[config.mk]
export PLATFORM = sky130hd
export DESIGN_NAME = pg_rca_pipe
export DESIGN_NICKNAME = d
export VERILOG_FILES = /design/src/rtl/pg_rca_pkg.sv /design/src/rtl/pg_rca_seg.sv /design/src/rtl/pg_rca_pipe.sv
export SDC_FILE = /design/constraint.sdc
export NUM_CORES = 1
export LEC_CHECK = 0
export ABC_AREA = 1
export BUFFER_PORTS_ARGS = -buffer_cell sky130_fd_sc_hd__buf_4
export CORE_ASPECT_RATIO = 0.9
export CORE_MARGIN = 2
export CORE_UTILIZATION = 41
export CTS_CLUSTER_SIZE = 14
export DETAILED_ROUTE_END_ITERATION = 10
export PLACE_DENSITY = 0.73
export SLEW_MARGIN = 5
export SYNTH_ARGS = -nofsm -noshare
export SYNTH_HDL_FRONTEND = slang
export SYNTH_HIERARCHICAL = 1
export SYNTH_SLANG_ARGS = --single-unit
[constraint.sdc]
create_clock -name clk -period 4.9 [get_ports clk]
set_clock_uncertainty 0.1 [all_clocks]
set_input_delay 1.225 -clock clk [delete_from_list [all_inputs] [get_ports clk]]
set_output_delay 1.225 -clock clk [all_outputs]
set_load 0.05 [all_outputs]
[src/rtl/pg_rca_pkg.sv]
// pg_rca_pkg -- shared definitions for the pipelined propagate/generate
// ripple-carry adder.
//   PG_UNSIGNED / PG_SIGNED : values of the SIGNED parameter of pg_rca_pipe
//   stage_count(width, seg) : number of pipeline stages, ceil(width/seg)
//   seg_bits(k, width, seg) : bits resolved by stage k (last one may be short)
package pg_rca_pkg;

    localparam int PG_UNSIGNED = 0;
    localparam int PG_SIGNED   = 1;

    function automatic int stage_count(input int width, input int seg);
        return (width + seg - 1) / seg;
    endfunction

    function automatic int seg_bits(input int k, input int width, input int seg);
        int rem;
        rem = width - k * seg;
        return (rem < seg) ? rem : seg;
    endfunction

endpackage

[src/rtl/pg_rca_seg.sv]
// pg_rca_seg -- combinational N-bit propagate/generate ripple segment.
//   a, b     : operand slices
//   cin      : carry into bit 0 of the slice
//   sum      : slice sum
//   cout     : carry out of the top bit
//   c_msb_in : carry into the top bit (used for signed overflow detection)
module pg_rca_seg #(
    parameter int N = 4
) (
    input  logic [N-1:0] a,
    input  logic [N-1:0] b,
    input  logic         cin,
    output logic [N-1:0] sum,
    output logic         cout,
    output logic         c_msb_in
);

    logic [N-1:0] p_s;
    logic [N-1:0] g_s;
    logic [N:0]   c_s;

    assign p_s = a ^ b;
    assign g_s = a & b;

    // Carry ripple: c[i+1] = g[i] | (p[i] & c[i])
    always_comb begin
        c_s[0] = cin;
        for (int i = 0; i < N; i++) begin
            c_s[i+1] = g_s[i] | (p_s[i] & c_s[i]);
        end
    end

    assign sum      = p_s ^ c_s[N-1:0];
    assign cout     = c_s[N];
    assign c_msb_in = c_s[N-1];

endmodule

[src/rtl/pg_rca_pipe.sv]
// pg_rca_pipe -- pipelined PG ripple-carry adder, one SEG-bit segment per stage.
//   clk, rst             : clock, synchronous active-high reset
//   in_valid / in_ready  : input handshake (in_ready is combinational)
//   in_a, in_b, in_cin   : operands and carry-in
//   out_valid / out_ready: output handshake
//   out_sum              : WIDTH+1-bit sum; top bit is carry-out (unsigned) or
//                          the sign-extension bit (signed)
//   out_ovf              : c_W (unsigned) or c_W ^ c_(W-1) (signed)
// Each stage loads from its predecessor when it is empty or its own contents
// move on, so bubbles collapse without a global stall. The last stage register
// is the output register.
module pg_rca_pipe
    import pg_rca_pkg::*;
#(
    parameter int WIDTH  = 8,
    parameter int SEG    = 4,
    parameter int SIGNED = PG_UNSIGNED
) (
    input  logic             clk,
    input  logic             rst,
    input  logic             in_valid,
    output logic             in_ready,
    input  logic [WIDTH-1:0] in_a,
    input  logic [WIDTH-1:0] in_b,
    input  logic             in_cin,
    output logic             out_valid,
    input  logic             out_ready,
    output logic [WIDTH:0]   out_sum,
    output logic             out_ovf
);

    localparam int STAGES = stage_count(WIDTH, SEG);

    // Stage state: operands travel with the partial sum until their segment
    // has been resolved; carry_r is the carry into the next segment.
    logic [STAGES-1:0] valid_r;
    logic [STAGES-1:0] carry_r;
    logic [WIDTH-1:0]  a_r   [STAGES];
    logic [WIDTH-1:0]  b_r   [STAGES];
    logic [WIDTH-1:0]  sum_r [STAGES];
    logic              top_r;
    logic              ovf_r;

    // go_s[k]: stage k loads this cycle; go_s[STAGES] is the output acceptance
    logic [STAGES:0]   go_s;
    logic [STAGES-1:0] nxt_v_s;
    logic [STAGES-1:0] nxt_c_s;
    logic [WIDTH-1:0]  nxt_a_s [STAGES];
    logic [WIDTH-1:0]  nxt_b_s [STAGES];
    logic [WIDTH-1:0]  nxt_s_s [STAGES];
    logic              top_nxt_s;
    logic              ovf_nxt_s;

    // Load enables ripple back from the output so a full pipe can accept and
    // emit in the same cycle.
    always_comb begin
        go_s[STAGES] = out_ready;
        for (int k = STAGES - 1; k >= 0; k--) begin
            go_s[k] = !valid_r[k] || go_s[k+1];
        end
    end

    assign in_ready = go_s[0];

    for (genvar k = 0; k < STAGES; k++) begin : g_st
        localparam int LO = k * SEG;
        localparam int NB = seg_bits(k, WIDTH, SEG);

        logic [WIDTH-1:0] src_a_s;
        logic [WIDTH-1:0] src_b_s;
        logic [WIDTH-1:0] src_s_s;
        logic             src_c_s;
        logic [NB-1:0]    seg_sum_s;
        logic             seg_cout_s;
        logic             seg_cmsb_s;
        logic [WIDTH-1:0] splice_s;

        if (k == 0) begin : g_src
            assign nxt_v_s[k] = in_valid;
            assign src_a_s    = in_a;
            assign src_b_s    = in_b;
            assign src_s_s    = {WIDTH{1'b0}};
            assign src_c_s    = in_cin;
        end else begin : g_src
            assign nxt_v_s[k] = valid_r[k-1];
            assign src_a_s    = a_r[k-1];
            assign src_b_s    = b_r[k-1];
            assign src_s_s    = sum_r[k-1];
            assign src_c_s    = carry_r[k-1];
        end

        pg_rca_seg #(.N(NB)) u_seg (
            .a        (src_a_s[LO +: NB]),
            .b        (src_b_s[LO +: NB]),
            .cin      (src_c_s),
            .sum      (seg_sum_s),
            .cout     (seg_cout_s),
            .c_msb_in (seg_cmsb_s)
        );

        // Drop this segment's freshly resolved bits into the running sum
        always_comb begin
            splice_s            = src_s_s;
            splice_s[LO +: NB]  = seg_sum_s;
        end

        assign nxt_a_s[k] = src_a_s;
        assign nxt_b_s[k] = src_b_s;
        assign nxt_s_s[k] = splice_s;
        assign nxt_c_s[k] = seg_cout_s;

        // The last stage owns bit W-1, so c_W and c_(W-1) are both local here
        if (k == STAGES - 1) begin : g_last
            assign top_nxt_s = (SIGNED == PG_SIGNED)
                             ? (src_a_s[WIDTH-1] ^ src_b_s[WIDTH-1] ^ seg_cout_s)
                             : seg_cout_s;
            assign ovf_nxt_s = (SIGNED == PG_SIGNED)
                             ? (seg_cout_s ^ seg_cmsb_s)
                             : seg_cout_s;
        end else begin : g_mid
            logic unused_cmsb_s;
            assign unused_cmsb_s = seg_cmsb_s;
        end
    end

    // Stage registers: the valid bit follows every load, data only loads with
    // a real beat so the output holds its last result across bubbles.
    always_ff @(posedge clk) begin
        if (rst) begin
            valid_r <= {STAGES{1'b0}};
            carry_r <= {STAGES{1'b0}};
            top_r   <= 1'b0;
            ovf_r   <= 1'b0;
            for (int k = 0; k < STAGES; k++) begin
                a_r[k]   <= {WIDTH{1'b0}};
                b_r[k]   <= {WIDTH{1'b0}};
                sum_r[k] <= {WIDTH{1'b0}};
            end
        end else begin
            for (int k = 0; k < STAGES; k++) begin
                if (go_s[k]) begin
                    valid_r[k] <= nxt_v_s[k];
                    if (nxt_v_s[k]) begin
                        a_r[k]     <= nxt_a_s[k];
                        b_r[k]     <= nxt_b_s[k];
                        sum_r[k]   <= nxt_s_s[k];
                        carry_r[k] <= nxt_c_s[k];
                    end
                end
            end
            if (go_s[STAGES-1] && nxt_v_s[STAGES-1]) begin
                top_r <= top_nxt_s;
                ovf_r <= ovf_nxt_s;
            end
        end
    end

    // Operands and carry held in the last stage have no consumer
    logic unused_s;
    assign unused_s = ^{a_r[STAGES-1], b_r[STAGES-1], carry_r[STAGES-1]};

    assign out_valid = valid_r[STAGES-1];
    assign out_sum   = {top_r, sum_r[STAGES-1]};
    assign out_ovf   = ovf_r;

endmodule

==> flow_metrics.env <==
export IMPL_status="finished, final reports clean"
export IMPL_drtIter0Drc=13
export IMPL_cts_buffers=3
export IMPL_worst_skew_pair_late_latency_ns=0.32
export IMPL_hold_class="reg -> reg"
export IMPL_yosysUniqueCellTypes=15
export IMPL_fmax_mhz=324
export IMPL_final_layout_size_suffix_gt1_frac=0.461
export IMPL_hold_start="out_ovf"
export IMPL_detail_route_antenna_nets=0
export IMPL_clock_sinks=24
export IMPL_max_cap_violations=0
export IMPL_via_per_inst=4.57
export IMPL_crit_path_end_kind="primary output"
export IMPL_r2r_start="a_r[0][4]"
export IMPL_cts_setup_buffers=0
export IMPL_num_vias=777
export IMPL_crit_required_ns=3.58
export IMPL_num_rows=19
export IMPL_cts_buffer_depth=2
export IMPL_worstPathArrival_ns=1.76
export IMPL_nets=158
export IMPL_clock_root_buffer="clkbuf_4"
export IMPL_dp_hpwl_mm=1.57
export IMPL_r2r_end="sum_r[0][15]"
export IMPL_critPathLaunchType="primary input"
export IMPL_dieWidth_um=63.8
export IMPL_rr_worst_depth=9
export IMPL_gr_total_overflow=0
export IMPL_core_sq_um=3070
export IMPL_die_y_um=57.8
export IMPL_holdPathStages=2
export IMPL_diodes=0
export IMPL_ys_ff_latch=24
export IMPL_drc=0
export IMPL_ys_seq_area_frac=0.517
export IMPL_routed_wl_mm=2.08
export IMPL_dr_pass1_iters=4
export IMPL_postSynthCellCount=97
export IMPL_cts_resized=0
export IMPL_rsz0062_at_grt="no"
export IMPL_ys_warn_count=6
export IMPL_grt_pass1_vias=788
export IMPL_tightest_slew_ns=0.668
export IMPL_grt_usage=0.127
export IMPL_syn_area_sq_um=1320
export IMPL_p_leak_nw=0.686
export IMPL_maxSlewHeadroom=0.554
export IMPL_io_pins=33
export IMPL_gp_congestion=0.735
export IMPL_fin_setup_tns_ns=0
export IMPL_report_final_slew_viol_count=0
export IMPL_grt_antenna_before_repair=0
export IMPL_wire_per_inst_um=12.2
export IMPL_hold_violations=0
export IMPL_placement_io_buffers=32
export IMPL_fin_crit_sh=0.629
export IMPL_start_util=0.430
export IMPL_synth_net_count=126
export IMPL_power_density_nw_per_um2=286
export IMPL_path_class="in -> out"
export IMPL_clk_pin_slew_ns=0.12
export IMPL_crit_fanout=4
export IMPL_cts_tree="done"
export IMPL_grt_pass1_wl_mm=3.51
export IMPL_syn_mean_instance_area_sq_um=13.6
export IMPL_fin_crit_ns=3.08
export IMPL_htreeDepth=1
export IMPL_fp_dieArea_sq_um=3680
export IMPL_area_growth_pct=18.9
export IMPL_min_delay_worst_endpoint="out_ovf"
export IMPL_ir_drop_mv=0.106
export IMPL_r2r_slack_ns=2.41
export IMPL_finalSetupViolations=0
export IMPL_total_power_mw=0.448
export IMPL_grt_max_degree=21
export IMPL_ctsHoldBuffers=0
==> cell usage after synthesis <==
master	count	area [sq um]
nor2_1	2	7.51
inv_2	1	3.75
nand3_1	1	5.00
nand2_1	8	30.0
inv_1	22	82.6
buf_12	2	40.0
edfxtp_1	20	601
dfxtp_1	4	80.1
a21boi_2	20	225
buf_4	1	7.51
nand3_4	1	17.5
fa_1	8	160
a21oi_1	3	15.0
buf_6	2	22.5
nand3_2	2	20.0
==> worst max-delay path by stage <==
| stage | start | end |
|---|---|---|
| 3_3_place_gp | in_a[0] | sum_r[0][3] |
| 5_1_grt | in_a[0] | sum_r[0][3] |
| 4_1_cts | out_ready | in_ready |
| 6_report | out_ready | in_ready |
| 2_1_floorplan | in_a[0] | sum_r[0][3] |
| 3_5_place_dp | in_a[0] | sum_r[0][3] |
==> per-layer routing <==
| layer | GRT usage | share of wire | vias to the layer above | wire, um |
|---|---|---|---|---|
| met5 | 0 | 0 | - | 0 |
| met4 | 0.0652 | 0.018 | 0 | 38 |
| met3 | 0.0155 | 0.045 | 4 | 94 |
| met2 | 0.221 | 0.54 | 28 | 1110 |
| met1 | 0.159 | 0.40 | 370 | 832 |
| li1 | - | - | 375 | - |
==> cells by family after synthesis <==
family / synth area share
buf+inv: 0.119
fa+ha+maj: 0.122
flops: 0.517
simple gates: 0.0608
compound gates: 0.182
==> flip-flops by register name, summed over array words and instances, names as in the netlist <==
register  flops
carry_r       1
out_ovf       1
sum_r        12
valid_r       2
b_r           4
a_r           4
==> report_power, final <==
part	internal, mW	switching [mW]
sequential	0.242	0.00637
clock	0.0298	0.0595
combinational	0.0458	0.0643
total	0.318	0.130
==> through the flow <==
stage | utilization | hold slack (ns) | instance area [sq um] | setup WS [ns] | cells
2_1_floorplan | - | 0.389 | 1320 | 1.68 | 97
3_3_place_gp | 0.502 | 0.364 | 1540 | 1.55 | 166
3_5_place_dp | 0.502 | 0.388 | 1540 | 1.49 | 166
4_1_cts | 0.511 | 0.406 | 1570 | 1.82 | 170
5_1_grt | 0.511 | 0.443 | 1570 | 1.78 | 170
6_report | 0.511 | 0.401 | 1570 | 1.82 | 170
==> cell type report <==
type | instances | area [sq um]
Multi-Input combinational cell | 45 | 480
Timing Repair Buffer | 32 | 240
Clock buffer | 3 | 22.5
Inverter | 23 | 86.3
Fill cell | 267 | 1500
Sequential cell | 24 | 681
Tap cell | 42 | 52.6
Clock inverter | 1 | 3.75
==> placed cells by master (no fill, tap or decap) <==
cell,count
buf_4,32
inv_1,22
a21boi_2,20
edfxtp_1,20
nand2_1,8
fa_1,8
dfxtp_1,4
a21oi_1,3
clkbuf_4,3
nand3_2,2
nor2_1,2
inv_2,1
nand3_4,1
nand3_1,1
clkinv_1,1
==> critical path, stage by stage <==
cell,delay [ns]
buf_4,0.11
inv_1,0.07
nand3_2,0.13
buf_4,0.23
No activity file was read; power rests on OpenSTA's default activity.
